===== src/rtl/hyperbus_ctrl_if.sv =====
// hyperbus_ctrl_if: request/response and PHY signal bundle for hyperbus_ctrl.
// Host side : hbus_adr_i, hbus_dat_i, hbus_rrq, hbus_wrq in; hbus_dat_o, hbus_ready,
//             hbus_valid, hbus_busy, hbus_err out (all relative to the controller).
// PHY side  : phy_cs_n, phy_ck_en, phy_dq_o, phy_dq_oe, phy_rwds_o, phy_rwds_oe out;
//             phy_rwds_i, phy_dq_i, phy_rd_valid in.
// master = the controller, slave = the environment (FIFO + PHY).
interface hyperbus_ctrl_if #(
    parameter int ADDR_WIDTH = 32
);
    logic [ADDR_WIDTH-1:0] hbus_adr_i;
    logic [15:0]           hbus_dat_i;
    logic [15:0]           hbus_dat_o;
    logic                  hbus_rrq;
    logic                  hbus_wrq;
    logic                  hbus_ready;
    logic                  hbus_valid;
    logic                  hbus_busy;
    logic                  hbus_err;
    logic                  phy_cs_n;
    logic                  phy_ck_en;
    logic [15:0]           phy_dq_o;
    logic                  phy_dq_oe;
    logic [1:0]            phy_rwds_o;
    logic                  phy_rwds_oe;
    logic [1:0]            phy_rwds_i;
    logic [15:0]           phy_dq_i;
    logic                  phy_rd_valid;

    modport master (
        input  hbus_adr_i, hbus_dat_i, hbus_rrq, hbus_wrq,
        input  phy_rwds_i, phy_dq_i, phy_rd_valid,
        output hbus_dat_o, hbus_ready, hbus_valid, hbus_busy, hbus_err,
        output phy_cs_n, phy_ck_en, phy_dq_o, phy_dq_oe, phy_rwds_o, phy_rwds_oe
    );

    modport slave (
        output hbus_adr_i, hbus_dat_i, hbus_rrq, hbus_wrq,
        output phy_rwds_i, phy_dq_i, phy_rd_valid,
        input  hbus_dat_o, hbus_ready, hbus_valid, hbus_busy, hbus_err,
        input  phy_cs_n, phy_ck_en, phy_dq_o, phy_dq_oe, phy_rwds_o, phy_rwds_oe
    );
endinterface


===== src/rtl/hyperbus_ctrl.sv =====
// hyperbus_ctrl: single-word HyperBus read/write engine (CA, latency, data, CS hold).
// Ports: hbus_clk, hbus_rst (sync, active-high); bus (hyperbus_ctrl_if.master) carrying
// the host request/response signals and the SDR-abstracted PHY signals.
module hyperbus_ctrl #(
    parameter int ADDR_WIDTH = 32,
    parameter int LATENCY    = 6,
    parameter int CS_HOLD    = 2,
    parameter int RD_TIMEOUT = 32
) (
    input  logic            hbus_clk,
    input  logic            hbus_rst,
    hyperbus_ctrl_if.master bus
);
    localparam int CMAX_A = (2 * LATENCY > RD_TIMEOUT) ? 2 * LATENCY : RD_TIMEOUT;
    localparam int CMAX   = (CMAX_A > CS_HOLD) ? CMAX_A : CS_HOLD;
    localparam int CW     = $clog2(CMAX + 1);

    typedef enum logic [2:0] {
        S_IDLE, S_CA0, S_CA1, S_CA2, S_LAT, S_WDATA, S_RDATA, S_END
    } state_t;

    state_t                state_q, state_d;
    logic [CW-1:0]         cnt_q, cnt_d;
    logic [ADDR_WIDTH-1:0] adr_q;
    logic [15:0]           wdat_q;
    logic [15:0]           rdat_q;
    logic                  rd_q;
    logic                  dbl_q;
    logic                  ready_q;
    logic                  valid_q;
    logic                  err_q;
    logic [31:0]           adr32;
    logic [47:0]           ca;
    logic [CW-1:0]         lat_last;
    logic                  accept;
    logic                  timeout;
    logic                  act;
    logic                  unused_rwds;

    assign unused_rwds = bus.phy_rwds_i[1];
    assign adr32       = 32'(adr_q);
    assign ca          = {rd_q, 1'b0, 1'b1, adr32[31:3], 13'd0, adr32[2:0]};
    assign lat_last    = dbl_q ? CW'(2 * LATENCY - 1) : CW'(LATENCY - 1);
    assign accept      = bus.hbus_rrq | bus.hbus_wrq;
    assign timeout     = cnt_q == CW'(RD_TIMEOUT - 1);
    // The shared counter restarts at zero on every state change.
    assign cnt_d       = (state_d != state_q) ? '0 : cnt_q + 1'b1;

    always_ff @(posedge hbus_clk) begin
        if (hbus_rst) begin
            state_q <= S_IDLE;
            cnt_q   <= '0;
            adr_q   <= '0;
            wdat_q  <= '0;
            rdat_q  <= '0;
            rd_q    <= 1'b0;
            dbl_q   <= 1'b0;
            ready_q <= 1'b0;
            valid_q <= 1'b0;
            err_q   <= 1'b0;
        end else begin
            state_q <= state_d;
            cnt_q   <= cnt_d;
            if (state_q == S_IDLE && accept) begin
                adr_q  <= bus.hbus_adr_i;
                wdat_q <= bus.hbus_dat_i;
                rd_q   <= ~bus.hbus_wrq;
            end
            if (state_q == S_CA0) dbl_q <= bus.phy_rwds_i[0];
            if (state_q == S_RDATA && bus.phy_rd_valid) rdat_q <= bus.phy_dq_i;
            ready_q <= state_q == S_WDATA;
            valid_q <= state_q == S_RDATA && bus.phy_rd_valid;
            // A valid word arriving on the last timeout cycle suppresses the error.
            err_q   <= state_q == S_RDATA && !bus.phy_rd_valid && timeout;
        end
    end

    always_comb begin
        state_d = state_q;
        case (state_q)
            S_IDLE:  state_d = accept ? S_CA0 : S_IDLE;
            S_CA0:   state_d = S_CA1;
            S_CA1:   state_d = S_CA2;
            S_CA2:   state_d = S_LAT;
            S_LAT:   state_d = (cnt_q == lat_last) ? (rd_q ? S_RDATA : S_WDATA) : S_LAT;
            S_WDATA: state_d = S_END;
            S_RDATA: state_d = (bus.phy_rd_valid || timeout) ? S_END : S_RDATA;
            S_END:   state_d = (cnt_q == CW'(CS_HOLD - 1)) ? S_IDLE : S_END;
            default: state_d = S_IDLE;
        endcase
    end

    always_comb begin
        act             = state_q != S_IDLE && state_q != S_END;
        bus.phy_cs_n    = ~act;
        bus.phy_ck_en   = act;
        bus.phy_dq_oe   = state_q == S_CA0 || state_q == S_CA1 || state_q == S_CA2 ||
                          state_q == S_WDATA;
        bus.phy_dq_o    = state_q == S_CA0   ? ca[47:32] :
                          state_q == S_CA1   ? ca[31:16] :
                          state_q == S_CA2   ? ca[15:0]  :
                          state_q == S_WDATA ? wdat_q    : 16'h0000;
        bus.phy_rwds_oe = state_q == S_WDATA;
        bus.phy_rwds_o  = 2'b00;
        bus.hbus_busy   = state_q != S_IDLE;
        bus.hbus_dat_o  = rdat_q;
        bus.hbus_ready  = ready_q;
        bus.hbus_valid  = valid_q;
        bus.hbus_err    = err_q;
    end
endmodule

===== src/flat_wrapper.sv =====
// flat-port wrapper written by rule: the top's interface ports become plain ports
module hyperbus_ctrl_flat 
#(
    parameter int ADDR_WIDTH = 32,
    parameter int LATENCY    = 6,
    parameter int CS_HOLD    = 2,
    parameter int RD_TIMEOUT = 32
)
  (hbus_clk, hbus_rst, bus_hbus_adr_i, bus_hbus_dat_i, bus_hbus_rrq, bus_hbus_wrq, bus_phy_rwds_i, bus_phy_dq_i, bus_phy_rd_valid, bus_hbus_dat_o, bus_hbus_ready, bus_hbus_valid, bus_hbus_busy, bus_hbus_err, bus_phy_cs_n, bus_phy_ck_en, bus_phy_dq_o, bus_phy_dq_oe, bus_phy_rwds_o, bus_phy_rwds_oe);
  hyperbus_ctrl_if #(.ADDR_WIDTH(ADDR_WIDTH)) bus_i ();
  input  logic hbus_clk;
  input  logic hbus_rst;
  input wire logic [$bits(bus_i.hbus_adr_i)-1:0] bus_hbus_adr_i;
  input wire logic [$bits(bus_i.hbus_dat_i)-1:0] bus_hbus_dat_i;
  input wire logic [$bits(bus_i.hbus_rrq)-1:0] bus_hbus_rrq;
  input wire logic [$bits(bus_i.hbus_wrq)-1:0] bus_hbus_wrq;
  input wire logic [$bits(bus_i.phy_rwds_i)-1:0] bus_phy_rwds_i;
  input wire logic [$bits(bus_i.phy_dq_i)-1:0] bus_phy_dq_i;
  input wire logic [$bits(bus_i.phy_rd_valid)-1:0] bus_phy_rd_valid;
  output wire logic [$bits(bus_i.hbus_dat_o)-1:0] bus_hbus_dat_o;
  output wire logic [$bits(bus_i.hbus_ready)-1:0] bus_hbus_ready;
  output wire logic [$bits(bus_i.hbus_valid)-1:0] bus_hbus_valid;
  output wire logic [$bits(bus_i.hbus_busy)-1:0] bus_hbus_busy;
  output wire logic [$bits(bus_i.hbus_err)-1:0] bus_hbus_err;
  output wire logic [$bits(bus_i.phy_cs_n)-1:0] bus_phy_cs_n;
  output wire logic [$bits(bus_i.phy_ck_en)-1:0] bus_phy_ck_en;
  output wire logic [$bits(bus_i.phy_dq_o)-1:0] bus_phy_dq_o;
  output wire logic [$bits(bus_i.phy_dq_oe)-1:0] bus_phy_dq_oe;
  output wire logic [$bits(bus_i.phy_rwds_o)-1:0] bus_phy_rwds_o;
  output wire logic [$bits(bus_i.phy_rwds_oe)-1:0] bus_phy_rwds_oe;
  assign bus_i.hbus_adr_i = bus_hbus_adr_i;
  assign bus_i.hbus_dat_i = bus_hbus_dat_i;
  assign bus_i.hbus_rrq = bus_hbus_rrq;
  assign bus_i.hbus_wrq = bus_hbus_wrq;
  assign bus_i.phy_rwds_i = bus_phy_rwds_i;
  assign bus_i.phy_dq_i = bus_phy_dq_i;
  assign bus_i.phy_rd_valid = bus_phy_rd_valid;
  assign bus_hbus_dat_o = bus_i.hbus_dat_o;
  assign bus_hbus_ready = bus_i.hbus_ready;
  assign bus_hbus_valid = bus_i.hbus_valid;
  assign bus_hbus_busy = bus_i.hbus_busy;
  assign bus_hbus_err = bus_i.hbus_err;
  assign bus_phy_cs_n = bus_i.phy_cs_n;
  assign bus_phy_ck_en = bus_i.phy_ck_en;
  assign bus_phy_dq_o = bus_i.phy_dq_o;
  assign bus_phy_dq_oe = bus_i.phy_dq_oe;
  assign bus_phy_rwds_o = bus_i.phy_rwds_o;
  assign bus_phy_rwds_oe = bus_i.phy_rwds_oe;
  hyperbus_ctrl #(.ADDR_WIDTH(ADDR_WIDTH), .LATENCY(LATENCY), .CS_HOLD(CS_HOLD), .RD_TIMEOUT(RD_TIMEOUT)) u_core (.hbus_clk(hbus_clk), .hbus_rst(hbus_rst), .bus(bus_i));
endmodule

===== config.mk =====
export PLATFORM = sky130hd
export DESIGN_NAME = hyperbus_ctrl_flat
export DESIGN_NICKNAME = d
export VERILOG_FILES = /design/src/rtl/hyperbus_ctrl_if.sv /design/src/rtl/hyperbus_ctrl.sv /design/src/flat_wrapper.sv
export SDC_FILE = /design/constraint.sdc
export NUM_CORES = 1
export LEC_CHECK = 0
export BUFFER_PORTS_ARGS = -buffer_cell sky130_fd_sc_hd__buf_2
export CORE_ASPECT_RATIO = 1.2
export CORE_MARGIN = 2
export CORE_UTILIZATION = 45
export CTS_CLUSTER_DIAMETER = 30
export DETAILED_ROUTE_END_ITERATION = 12
export GPL_ROUTABILITY_DRIVEN = 0
export PLACE_DENSITY = 0.87
export SYNTH_ARGS = -nofsm -noshare
export SYNTH_HDL_FRONTEND = slang
export SYNTH_SLANG_ARGS = --single-unit

===== constraint.sdc =====
create_clock -name hbus_clk -period 1.5 [get_ports hbus_clk]
set_input_delay 0.3 -clock hbus_clk [delete_from_list [all_inputs] [get_ports hbus_clk]]
set_output_delay 0.3 -clock hbus_clk [all_outputs]
set_load 0.1 [all_outputs]

Yosys cells after proc, flatten, opt, wreduce, memory -nomap -nowiden

Cells that the tools add are included.

Add/subtract/negate cells: 1
$mul: 0
Divide/modulo/power cells: 0
Order comparisons: 0
Equality and inequality tests: 12
Shift-type cells: 0
Muxes and demuxes: 11
Bitwise gates (word level): 3
Reduce and logical (&&, ||, !) cells: 13

Operators by type and width:

| kind                                                            | number |
|---|---|
| 16-bit 2-to-1 mux                                               | 4 |
| 3-bit case mux with 8 select lines                              | 1 |
| 3-bit == test, second input constant                            | 4 |
| 6-bit by 1-bit adder with 6-bit output, second input constant   | 1 |
| 3-bit by 2-bit == test with 1-bit output, second input constant | 2 |
| 6-bit by 1-bit == test with 1-bit output, second input constant | 1 |
| 6-bit by 5-bit == test with 1-bit output, second input constant | 1 |
| 6-bit == test                                                   | 1 |
| 3-bit 2-to-1 mux                                                | 2 |
| 1-bit logical AND                                               | 5 |
| 1-bit logical OR                                                | 4 |
| 4-bit 2-to-1 mux                                                | 1 |
| 3-bit by 1-bit == test with 1-bit output, second input constant | 1 |
| 3-bit logical NOT                                               | 1 |
| 3-bit != test                                                   | 1 |
| 3-bit != test, second input constant                            | 1 |
| 3-bit nonzero test                                              | 1 |
| 1-bit 2-to-1 mux                                                | 2 |
| 2-bit 2-to-1 mux                                                | 1 |
| 1-bit NOT                                                       | 2 |
| 2-bit OR reduction                                              | 1 |
| 1-bit logical NOT                                               | 1 |
| 1-bit bitwise OR                                                | 1 |

Register bits after elaboration: 78
Latch bits: 0
RAM bits: 0
ROM bits: 0
Word-level logic and storage cells: 50
Memories: 0

Longest topological paths before layout

Gate-level depths: netlist of the first run.

Depth after elaboration: 6
Depth in mapped cells: 8
Depth with buffers taken out: 5

Worst setup path before layout of the first run

No wires, ideal clock.

Kind: register to output
Start point: register u_core.state_q[1]
End point: output bus_phy_dq_o[10]
Arrival time: 3.193 ns
Data required time: 1.200 ns
Setup slack: -1.993 ns
Stages on the path, launching flop included: 6
Buffers on the path: 2
Cell sequence: dfxtp_1 -> buf_6 -> and2b_4 -> clkbuf_1 -> a22oi_1 -> o21ai_0

Cells in the longest elaborated chain, start to end: 5
Elaborated cells on any way between the ends: 8
Classes of those cells: eq/ne: 4; mux: 4

RTL lines:

| what                     | line                 | text |
|---|---|---|
| start: declaration       | hyperbus_ctrl.sv:22  | `state_t state_q, state_d;` |
| start signal: assignment | hyperbus_ctrl.sv:62  | `state_q <= state_d;` |
| 3-bit == test            | hyperbus_ctrl.sv:102 | `state_q == S_WDATA ? wdat_q : 16'h0000;` |
| 16-bit 2-to-1 mux        | hyperbus_ctrl.sv:102 |  |
| 16-bit 2-to-1 mux        | hyperbus_ctrl.sv:101 | `state_q == S_CA2 ? ca[15:0] :` |
| 16-bit 2-to-1 mux        | hyperbus_ctrl.sv:100 | `state_q == S_CA1 ? ca[31:16] :` |
| 16-bit 2-to-1 mux *      | hyperbus_ctrl.sv:99  | `bus.phy_dq_o = state_q == S_CA0 ? ca[47:32] :` |
| end: declaration         | flat_wrapper.sv:27   | `output wire logic [$bits(bus_i.phy_dq_o)-1:0] bus_phy_dq_o;` |

Every way passes the cells marked *; elsewhere a longest branch is shown, timed or not.

Worst setup path after layout of the first run

Start point: register u_core.state_q[0]
End point: output bus_phy_dq_o[11]

The elaborated chain is that of the path after synthesis.

==> results of run 1 <==
layer usage:
layer / up-vias / global-route usage, %
li1: 1702 / -
met2: 312 / 51.8
met3: 76 / 6.87
met5: - / 0
met1: 1885 / 34.2
met4: 0 / 20.8
cells by family (layout without fill, tap and decap cells):
kind of cell               count (synthesis)  after routing  share of synthesized area [%]
other                                      1              2                          0.112
adders and majority gates                  2              2                          0.745
AOI/OAI and AO/OA                        119            119                           21.5
DFF                                       78             78                           46.5
muxes                                      3              3                          0.894
buffers and inverters                     39            181                           6.22
and+or+nand+nor                          178            179                           23.0
xor gates and xnor gates                   4              4                           1.04
report_power, final:
group	leakage (nW)	internal (mW)	switching, mW
sequential	0.640	2.30	0.215
clock	0.0931	0.780	0.834
combinational	1.72	1.74	2.44
total	2.45	4.82	3.49
stage by stage:
step                util (%)  setup TNS (ns)  power [mW]
floorplan                  -           -3.98        4.34
global placement        65.6           -1.26        5.15
detailed placement      65.6           -4.19        5.24
CTS                     76.6          -15.53        7.65
global route            82.3          -24.59        8.49
finish                  82.3          -22.16        8.30
flip-flops by register name, summed over array words and instances (netlist names):
name	count
u_core.adr32	32
u_core.dbl_q	1
u_core.cnt_q	6
u_core.wdat_q	16
u_core.bus.hbus_dat_o	16
u_core.rd_q	1
u_core.bus.hbus_err	1
u_core.state_q	3
u_core.bus.hbus_ready	1
u_core.bus.hbus_valid	1
worst reg2reg max path, delay by kind of cell, from the launching register on:
kind	cells	cell delay, ns
AOI/OAI and AO/OA	3	0.71
DFF	1	0.38
and+or+nand+nor	1	0.30
buffers and inverters	2	0.26
cell usage after synthesis (all sizes together), types with 3 or more instances:
library cell  instances
a211oi                7
a21oi                73
a22oi                12
buf                  18
clkbuf               13
dfxtp                78
inv                   8
mux2i                 3
nand2               147
nand3                 5
nor2                  9
nor3                  3
o21ai                19
xor2                  3
worst max-delay path by stage:
| stage | endpoint | slack (ns) | cells after the start |
|---|---|---|---|
| 3_3_place_gp | bus_phy_dq_o[6] | -0.09 | 5 |
| 5_1_grt | bus_phy_dq_o[11] | -0.57 | 7 |
| 4_1_cts | bus_phy_dq_o[15] | -0.43 | 5 |
| 6_report | bus_phy_dq_o[11] | -0.52 | 7 |
| 2_1_floorplan | bus_phy_ck_en | -0.31 | 5 |
| 3_5_place_dp | bus_phy_dq_o[9] | -0.15 | 5 |
what timing repair did:
action | CTS | global route
buffers inserted | 10 | 5
gates resized for setup | 88 | 107
gates cloned | 7 | 2
setup endpoints to repair | 77 | 93
endpoints found under the hold margin | 0 | 0
pin swaps | 43 | 66
area by class of cell:
type | instances | share of cell area [%]
Tap cell | 90 | 1.89
Sequential cell | 78 | 26.4
Inverter | 8 | 1.05
Clock buffer | 10 | 2.15
Multi-Input combinational cell | 309 | 41.8
Timing Repair Buffer | 157 | 25.6
Clock inverter | 6 | 1.20
==> flow_summary.html, run 1 <==
<table>
<tr><th>Metric</th><th>Value</th></tr>
<tr><th colspan="2">GRT</th></tr>
<tr><td>Vias in the first global route</td><td>3791</td></tr>
<tr><td>GR Overflow Total</td><td>0</td></tr>
<tr><td>Global-route usage over all layers</td><td>between 30% and 40%</td></tr>
<tr><td>Antenna violations before repair</td><td>0</td></tr>
<tr><td>First-pass GRT wire length</td><td>approximately 20000 microns</td></tr>
<tr><td>Largest net degree at the start of global routing</td><td>32</td></tr>
<tr><th colspan="2">Setup path</th></tr>
<tr><td>Launching instance or port of the critical path</td><td>u_core.state_q[0]</td></tr>
<tr><td>Worst path arrival time</td><td>approximately 1.7 ns</td></tr>
<tr><td>Top Family by Delay on Critical Path</td><td>simple AND/OR/NAND/NOR gates</td></tr>
<tr><td>Critical Path Most Common Cell</td><td>buf_12</td></tr>
<tr><td>Start of the worst register-to-register path</td><td>u_core.state_q[1]</td></tr>
<tr><td>Worst path max stage delay</td><td>about 0.40 ns</td></tr>
<tr><td>Slowest cell on crit path</td><td>dfxtp_4</td></tr>
<tr><td>Reg2reg end</td><td>u_core.cnt_q[4]</td></tr>
<tr><td>Critical path, cell by cell</td><td>nor2b_4, nand2_2, inv_4, buf_12, nand2_1, o21ai_4, buf_12</td></tr>
<tr><td>Reg-to-reg slack, setup</td><td>-0.31 ns</td></tr>
<tr><td>Data required time at the worst endpoint</td><td>1.20 ns</td></tr>
<tr><td>Worst-case reg-to-reg path depth</td><td>6</td></tr>
<tr><td>Element type at the critical path start</td><td>flip-flop</td></tr>
<tr><td>Category of the worst setup path capture point</td><td>primary output</td></tr>
<tr><td>Biggest fanout along the worst timing path</td><td>11</td></tr>
<tr><td>Buf+Inv Stages, Crit Path</td><td>3</td></tr>
<tr><td>Worst Path Class, Setup</td><td>reg2out</td></tr>
<tr><th colspan="2">Route</th></tr>
<tr><td>Per-cell via count in the routed design</td><td>approximately 6.0</td></tr>
<tr><td>Met3 Routed Length</td><td>roughly 1300 microns</td></tr>
<tr><td>Overall routed net length</td><td>~15000 microns</td></tr>
<tr><td>DRT Pass-1 Iters</td><td>5</td></tr>
<tr><td>Remaining antenna violation count after routing</td><td>0</td></tr>
<tr><td>Wire length on met2</td><td>~7300 microns</td></tr>
<tr><td>Violation count after the first detailed-route iteration</td><td>about 340</td></tr>
<tr><td>Metal-1 WL</td><td>~5300 microns</td></tr>
<tr><td>DRC Markers</td><td>0</td></tr>
<tr><td>Top Metal Used</td><td>met4</td></tr>
<tr><td>Vias after detailed routing</td><td>roughly 4.0k</td></tr>
<tr><td>Average routed wire per standard cell</td><td>22.2 microns</td></tr>
<tr><th colspan="2">Synthesis</th></tr>
<tr><td>Main flop type after synthesis</td><td>dfxtp_1</td></tr>
<tr><td>Synth Register Bits</td><td>between 70 and 80</td></tr>
<tr><td>Fraction of synthesis flops using an asynchronous set or reset pin</td><td>0%</td></tr>
<tr><td>Cell count after synthesis</td><td>between 400 and 500</td></tr>
<tr><td>Number of distinct library cells after synthesis</td><td>45</td></tr>
<tr><td>Fraction of post-synthesis cell area in the top cell type by area</td><td>between 40% and 50%</td></tr>
<tr><td>Per-instance average area after synthesis</td><td>just under 8 sq um</td></tr>
<tr><td>Synth top area cells</td><td>dfxtp_1 46%, nand2_1 16%, a21oi_1 11%</td></tr>
<tr><td>Synthesis warning total</td><td>0</td></tr>
<tr><td>Number of enable-type register cells in the synthesized netlist</td><td>0</td></tr>
<tr><td>Proportion of synthesized chip area in sequential cells</td><td>around 46%</td></tr>
<tr><td>Synthesized area</td><td>between 3000 and 4000 sq um</td></tr>
<tr><td>Synth area leader</td><td>dfxtp_1</td></tr>
<tr><th colspan="2">STA</th></tr>
<tr><td>Max Fclk</td><td>just under 500 MHz</td></tr>
<tr><td>Total setup violations reported at the end of the flow</td><td>77</td></tr>
<tr><td>Number of pins with negative max-slew slack in the final report</td><td>0</td></tr>
<tr><td>Final Critical Period</td><td>2.02 ns</td></tr>
<tr><td>Setup repair after global routing missed its margin</td><td>yes</td></tr>
<tr><td>Setup slack after layout</td><td>-0.520 ns</td></tr>
<tr><td>Tightest Pin Transition</td><td>approximately 0.56 ns</td></tr>
<tr><td>Number of failing hold endpoints at the final stage</td><td>0</td></tr>
<tr><td>Post-route clock skew</td><td>roughly 0.015 ns</td></tr>
<tr><td>Final Cycle Share</td><td>135%</td></tr>
<tr><td>Worst hold margin</td><td>between 0.15 and 0.2 ns</td></tr>
<tr><td>Slew headroom</td><td>62.9%</td></tr>
<tr><th colspan="2">Power</th></tr>
<tr><td>Worst ir drop on vdd</td><td>1100 uV</td></tr>
<tr><td>Reported leakage power</td><td>between 2 and 2.5 nW</td></tr>
<tr><td>Cell Pwr Density</td><td>1400 nW/um^2</td></tr>
<tr><th colspan="2">Cells and area</th></tr>
<tr><td>Multi-input gate area</td><td>roughly 2500 sq um</td></tr>
<tr><td>Most common cell after layout, fill and taps aside</td><td>buf_2</td></tr>
<tr><td>Fraction of final layout cells sized beyond drive strength 1</td><td>roughly three fifths</td></tr>
<tr><td>Synth-to-Final Area Change</td><td>77.2%</td></tr>
<tr><td>Layout net count</td><td>around 640</td></tr>
<tr><td>Total of fill cells in the finished design</td><td>380</td></tr>
<tr><td>Diode insertion count for antenna repair</td><td>0</td></tr>
<tr><td>Final design instance area without fill</td><td>~5900 sq um</td></tr>
<tr><td>Sequential cell area in the final layout</td><td>between 1500 and 2000 sq um</td></tr>
<tr><td>Number of standard cells in the final layout excluding fillers</td><td>approximately 660</td></tr>
<tr><td>Most frequent cells in the layout</td><td>88 x buf_2, 87 x nand2_1, 75 x dfxtp_1</td></tr>
<tr><th colspan="2">Clock tree</th></tr>
<tr><td>Clock insertion delay at the later pin of the skew report</td><td>about 0.37 ns</td></tr>
<tr><td># H-tree levels</td><td>3</td></tr>
<tr><td>Clock sink count</td><td>78</td></tr>
<tr><td>Root buffer cell</td><td>clkbuf_8</td></tr>
<tr><td>Hold_buf cts</td><td>0</td></tr>
<tr><td>Maximum number of buffers from clock root to sink</td><td>2</td></tr>
<tr><td>Clock tree from TritonCTS</td><td>yes</td></tr>
<tr><td>Clock transition at the registers of the reported paths</td><td>0.09 ns</td></tr>
<tr><td>Clock buffers created by TritonCTS</td><td>9</td></tr>
<tr><th colspan="2">Min path</th></tr>
<tr><td>Hold/Removal Path Class</td><td>in2reg</td></tr>
<tr><td>Terminating pin of the worst hold path</td><td>u_core.bus.hbus_dat_o[7]</td></tr>
<tr><td>Worst Min Path Start</td><td>bus_phy_dq_i[7]</td></tr>
<tr><td>Depth of the worst hold-timing path</td><td>3</td></tr>
<tr><th colspan="2">Place</th></tr>
<tr><td>Placed wire-length estimate after detailed placement</td><td>6830 microns</td></tr>
<tr><td>Inst Count DP</td><td>624</td></tr>
<tr><td>Pre-CTS setup slack</td><td>-0.154 ns</td></tr>
<tr><td>Post-placement cell area</td><td>roughly 4700 sq um</td></tr>
<tr><td>IO Port Bufs</td><td>approximately 110</td></tr>
<tr><th colspan="2">Floorplan</th></tr>
<tr><td>Starting density of the core</td><td>between 40% and 50%</td></tr>
<tr><td>Width of the die</td><td>between 80 and 90 microns</td></tr>
<tr><td>Top-level port count</td><td>between 100 and 150</td></tr>
<tr><td>Vertical die dimension</td><td>around 100 microns</td></tr>
<tr><td>Total die area</td><td>roughly 8200 sq um</td></tr>
<tr><td>Std-Cell Core Area</td><td>7230 sq um</td></tr>
<tr><td>Rows</td><td>34</td></tr>
<tr><th colspan="2">Run</th></tr>
<tr><td>Total of max-cap violations</td><td>0</td></tr>
<tr><th colspan="2">Status</th></tr>
<tr><td>Result of the run</td><td>complete, but fails checks</td></tr>
<tr><td>Failing checks</td><td>negative setup slack</td></tr>
</table>
Power figures use the tool's default switching activity.
==> inputs of run 2 (changes only) <==
--- a/config.mk
+++ b/config.mk
@@ -13,6 +13,7 @@
 export DETAILED_ROUTE_END_ITERATION = 12
 export GPL_ROUTABILITY_DRIVEN = 0
 export PLACE_DENSITY = 0.87
+export SKIP_CTS_REPAIR_TIMING = 1
 export SYNTH_ARGS = -nofsm -noshare
 export SYNTH_HDL_FRONTEND = slang
 export SYNTH_SLANG_ARGS = --single-unit
==> flow_summary.html, run 2 (same netlist as run 1, synthesis figures left out) <==
<table>
<tr><th>Metric</th><th>Value</th></tr>
<tr><th colspan="2">GRT</th></tr>
<tr><td>Largest net degree at the start of global routing</td><td>49</td></tr>
<tr><td>Antenna violations before repair</td><td>0</td></tr>
<tr><td>First-pass GRT wire length</td><td>15900 microns</td></tr>
<tr><td>GR Overflow Total</td><td>0</td></tr>
<tr><td>Global-route usage over all layers</td><td>23.8%</td></tr>
<tr><td>Vias in the first global route</td><td>approximately 3.3k</td></tr>
<tr><th colspan="2">Setup path</th></tr>
<tr><td>Worst path arrival time</td><td>roughly 1.7 ns</td></tr>
<tr><td>Biggest fanout along the worst timing path</td><td>11</td></tr>
<tr><td>Category of the worst setup path capture point</td><td>primary output</td></tr>
<tr><td>Worst Path Class, Setup</td><td>reg2out</td></tr>
<tr><td>Element type at the critical path start</td><td>flip-flop</td></tr>
<tr><td>Data required time at the worst endpoint</td><td>between 1 and 1.5 ns</td></tr>
<tr><th colspan="2">Power</th></tr>
<tr><td>Proportion of total power due to net switching</td><td>between 40% and 50%</td></tr>
<tr><td>Part of the total power dissipated in the clock network</td><td>~20%</td></tr>
<tr><td>Comb pwr share</td><td>between 40% and 50%</td></tr>
<tr><td>Internal portion of total power</td><td>about 4.6 mW</td></tr>
<tr><td>Register share of total power</td><td>roughly a third</td></tr>
<tr><td>Reported leakage power</td><td>around 2.4 nW</td></tr>
<tr><td>Net Switching</td><td>~3.3 mW</td></tr>
<tr><td>Cell Pwr Density</td><td>1380 nW/um^2</td></tr>
<tr><td>Worst ir drop on vdd</td><td>around 1000 uV</td></tr>
<tr><th colspan="2">Clock tree</th></tr>
<tr><td>Clock buffers created by TritonCTS</td><td>9</td></tr>
<tr><td>Clock transition at the registers of the reported paths</td><td>roughly 0.090 ns</td></tr>
<tr><td># H-tree levels</td><td>3</td></tr>
<tr><td>Root buffer cell</td><td>clkbuf_8</td></tr>
<tr><td>Clock sink count</td><td>78</td></tr>
<tr><td>Maximum number of buffers from clock root to sink</td><td>2</td></tr>
<tr><td>Clock insertion delay at the later pin of the skew report</td><td>between 0.3 and 0.4 ns</td></tr>
<tr><td>Clock tree from TritonCTS</td><td>yes</td></tr>
<tr><th colspan="2">STA</th></tr>
<tr><td>Total setup violations reported at the end of the flow</td><td>77</td></tr>
<tr><td>Slew headroom</td><td>64.0%</td></tr>
<tr><td>Final Critical Period</td><td>2.04 ns</td></tr>
<tr><td>Worst hold margin</td><td>~0.16 ns</td></tr>
<tr><td>Setup repair after global routing missed its margin</td><td>yes</td></tr>
<tr><td>Number of pins with negative max-slew slack in the final report</td><td>0</td></tr>
<tr><td>Number of failing hold endpoints at the final stage</td><td>0</td></tr>
<tr><td>Setup slack after layout</td><td>-0.536 ns</td></tr>
<tr><td>Post-route clock skew</td><td>~0.013 ns</td></tr>
<tr><td>Final Cycle Share</td><td>136%</td></tr>
<tr><td>Tightest Pin Transition</td><td>~0.54 ns</td></tr>
<tr><td>Max Fclk</td><td>around 490 MHz</td></tr>
<tr><th colspan="2">Cells and area</th></tr>
<tr><td>Synth-to-Final Area Change</td><td>72.0%</td></tr>
<tr><td>Sequential cell area in the final layout</td><td>approximately 1600 sq um</td></tr>
<tr><td>Final design instance area without fill</td><td>just under 6000 sq um</td></tr>
<tr><td>Most frequent cells in the layout</td><td>90 x nand2_1, 88 x buf_2, 75 x dfxtp_1</td></tr>
<tr><td>Fraction of final layout cells sized beyond drive strength 1</td><td>between 50% and 60%</td></tr>
<tr><td>Multi-input gate area</td><td>around 2400 sq um</td></tr>
<tr><td>Diode insertion count for antenna repair</td><td>0</td></tr>
<tr><td>Layout net count</td><td>632</td></tr>
<tr><td>Total of fill cells in the finished design</td><td>between 400 and 500</td></tr>
<tr><td>Largest register FFs</td><td>32</td></tr>
<tr><td>Most common cell after layout, fill and taps aside</td><td>nand2_1</td></tr>
<tr><th colspan="2">Place</th></tr>
<tr><td>IO Port Bufs</td><td>between 100 and 150</td></tr>
<tr><td>Post-placement cell area</td><td>about 4700 sq um</td></tr>
<tr><td>Placed wire-length estimate after detailed placement</td><td>between 6000 and 7000 microns</td></tr>
<tr><td>Pre-CTS setup slack</td><td>-0.154 ns</td></tr>
<tr><th colspan="2">Route</th></tr>
<tr><td>Wire length on met2</td><td>~6700 microns</td></tr>
<tr><td>DRT Pass-1 Iters</td><td>5</td></tr>
<tr><td>Violation count after the first detailed-route iteration</td><td>roughly 180</td></tr>
<tr><td>Vias after detailed routing</td><td>between 3k and 4k</td></tr>
<tr><td>Met3 Routed Length</td><td>about 940 microns</td></tr>
<tr><td>DRC Markers</td><td>0</td></tr>
<tr><td>Top Metal Used</td><td>met4</td></tr>
<tr><td>Average routed wire per standard cell</td><td>between 20 and 25 microns</td></tr>
<tr><td>Per-cell via count in the routed design</td><td>5.77</td></tr>
<tr><td>Overall routed net length</td><td>13100 microns</td></tr>
<tr><td>Remaining antenna violation count after routing</td><td>0</td></tr>
<tr><td>Metal-1 WL</td><td>4730 microns</td></tr>
<tr><th colspan="2">Floorplan</th></tr>
<tr><td>Vertical die dimension</td><td>98.6 microns</td></tr>
<tr><td>Starting density of the core</td><td>~46%</td></tr>
<tr><td>Total die area</td><td>between 8000 and 9000 sq um</td></tr>
<tr><td>Top-level port count</td><td>113</td></tr>
<tr><td>Rows</td><td>34</td></tr>
<tr><td>Width of the die</td><td>82.9 microns</td></tr>
<tr><td>Std-Cell Core Area</td><td>around 7200 sq um</td></tr>
<tr><th colspan="2">Run</th></tr>
<tr><td>Total of max-cap violations</td><td>0</td></tr>
<tr><th colspan="2">Status</th></tr>
<tr><td>Result of the run</td><td>complete, but fails checks</td></tr>
<tr><td>Failing checks</td><td>negative setup slack</td></tr>
<tr><th colspan="2">Min path</th></tr>
<tr><td>Hold/Removal Path Class</td><td>in2reg</td></tr>
</table>
## run 2: changes by cell type in the layout (fill, tap and decap cells not counted), sizes merged
| cell | previous run | this run |
|---|---|---|
| buf | 155 | 149 |
| clkbuf | 12 | 14 |
## run 2: power by group through the flow
| stage | Clock (mW) | Sequential [mW] | Combinational, mW |
|---|---|---|---|
| 3_3_place_gp | 0 | 2.47 | 2.68 |
| 6_report | 1.61 | 2.51 | 3.83 |
| 5_1_grt | 1.71 | 2.52 | 3.95 |
| 3_5_place_dp | 0 | 2.49 | 2.75 |
| 2_1_floorplan | 0 | 2.47 | 1.87 |
| 4_1_cts | 1.59 | 2.45 | 2.76 |
## run 2: cell type report
type                            count  share of cell area (%)
Multi-Input combinational cell    309                    41.8
Sequential cell                    78                    27.2
Timing Repair Buffer              153                    24.6
Clock buffer                       10                    2.21
Tap cell                           90                    1.95
Clock inverter                      6                    1.23
Inverter                            8                    1.08
## run 2: through the flow
stage	power [mW]	instances	utilization [%]	setup TNS, ns
after floorplan	4.34	425	-	-3.98
after global placement	5.15	624	65.6	-1.26
after detailed placement	5.24	624	65.6	-4.19
after CTS	6.80	640	68.3	-13.08
after global routing	8.18	654	79.9	-27.80
final	7.95	654	79.9	-24.74
## run 2: path summary, 6_finish.rpt
path | from | to | slack (ns) | cells past startpoint
setup / recovery | u_core.state_q[0] | bus_phy_dq_o[12] | -0.54 | 5
hold / removal | bus_hbus_adr_i[2] | u_core.adr32[2] | 0.16 | 3
setup reg to reg | u_core.state_q[1] | u_core.adr32[6] | -0.35 | 9
hold reg to reg | u_core.bus.hbus_dat_o[15] | u_core.bus.hbus_dat_o[15] | 0.45 | 2
## run 2: worst max-delay path: stages, from the launching register on
cell and delay (ns):
dfxtp_4 0.40, nor2b_4 0.23, buf_6 0.19, a22oi_1 0.17, o21ai_4 0.18, buf_12 0.19
## run 2: routing by layer
layer  vias up  GRT usage (%)
met5         -              0
met4         0           11.5
met3        60           4.77
met2       211           42.1
met1      1803           27.5
li1       1697              -
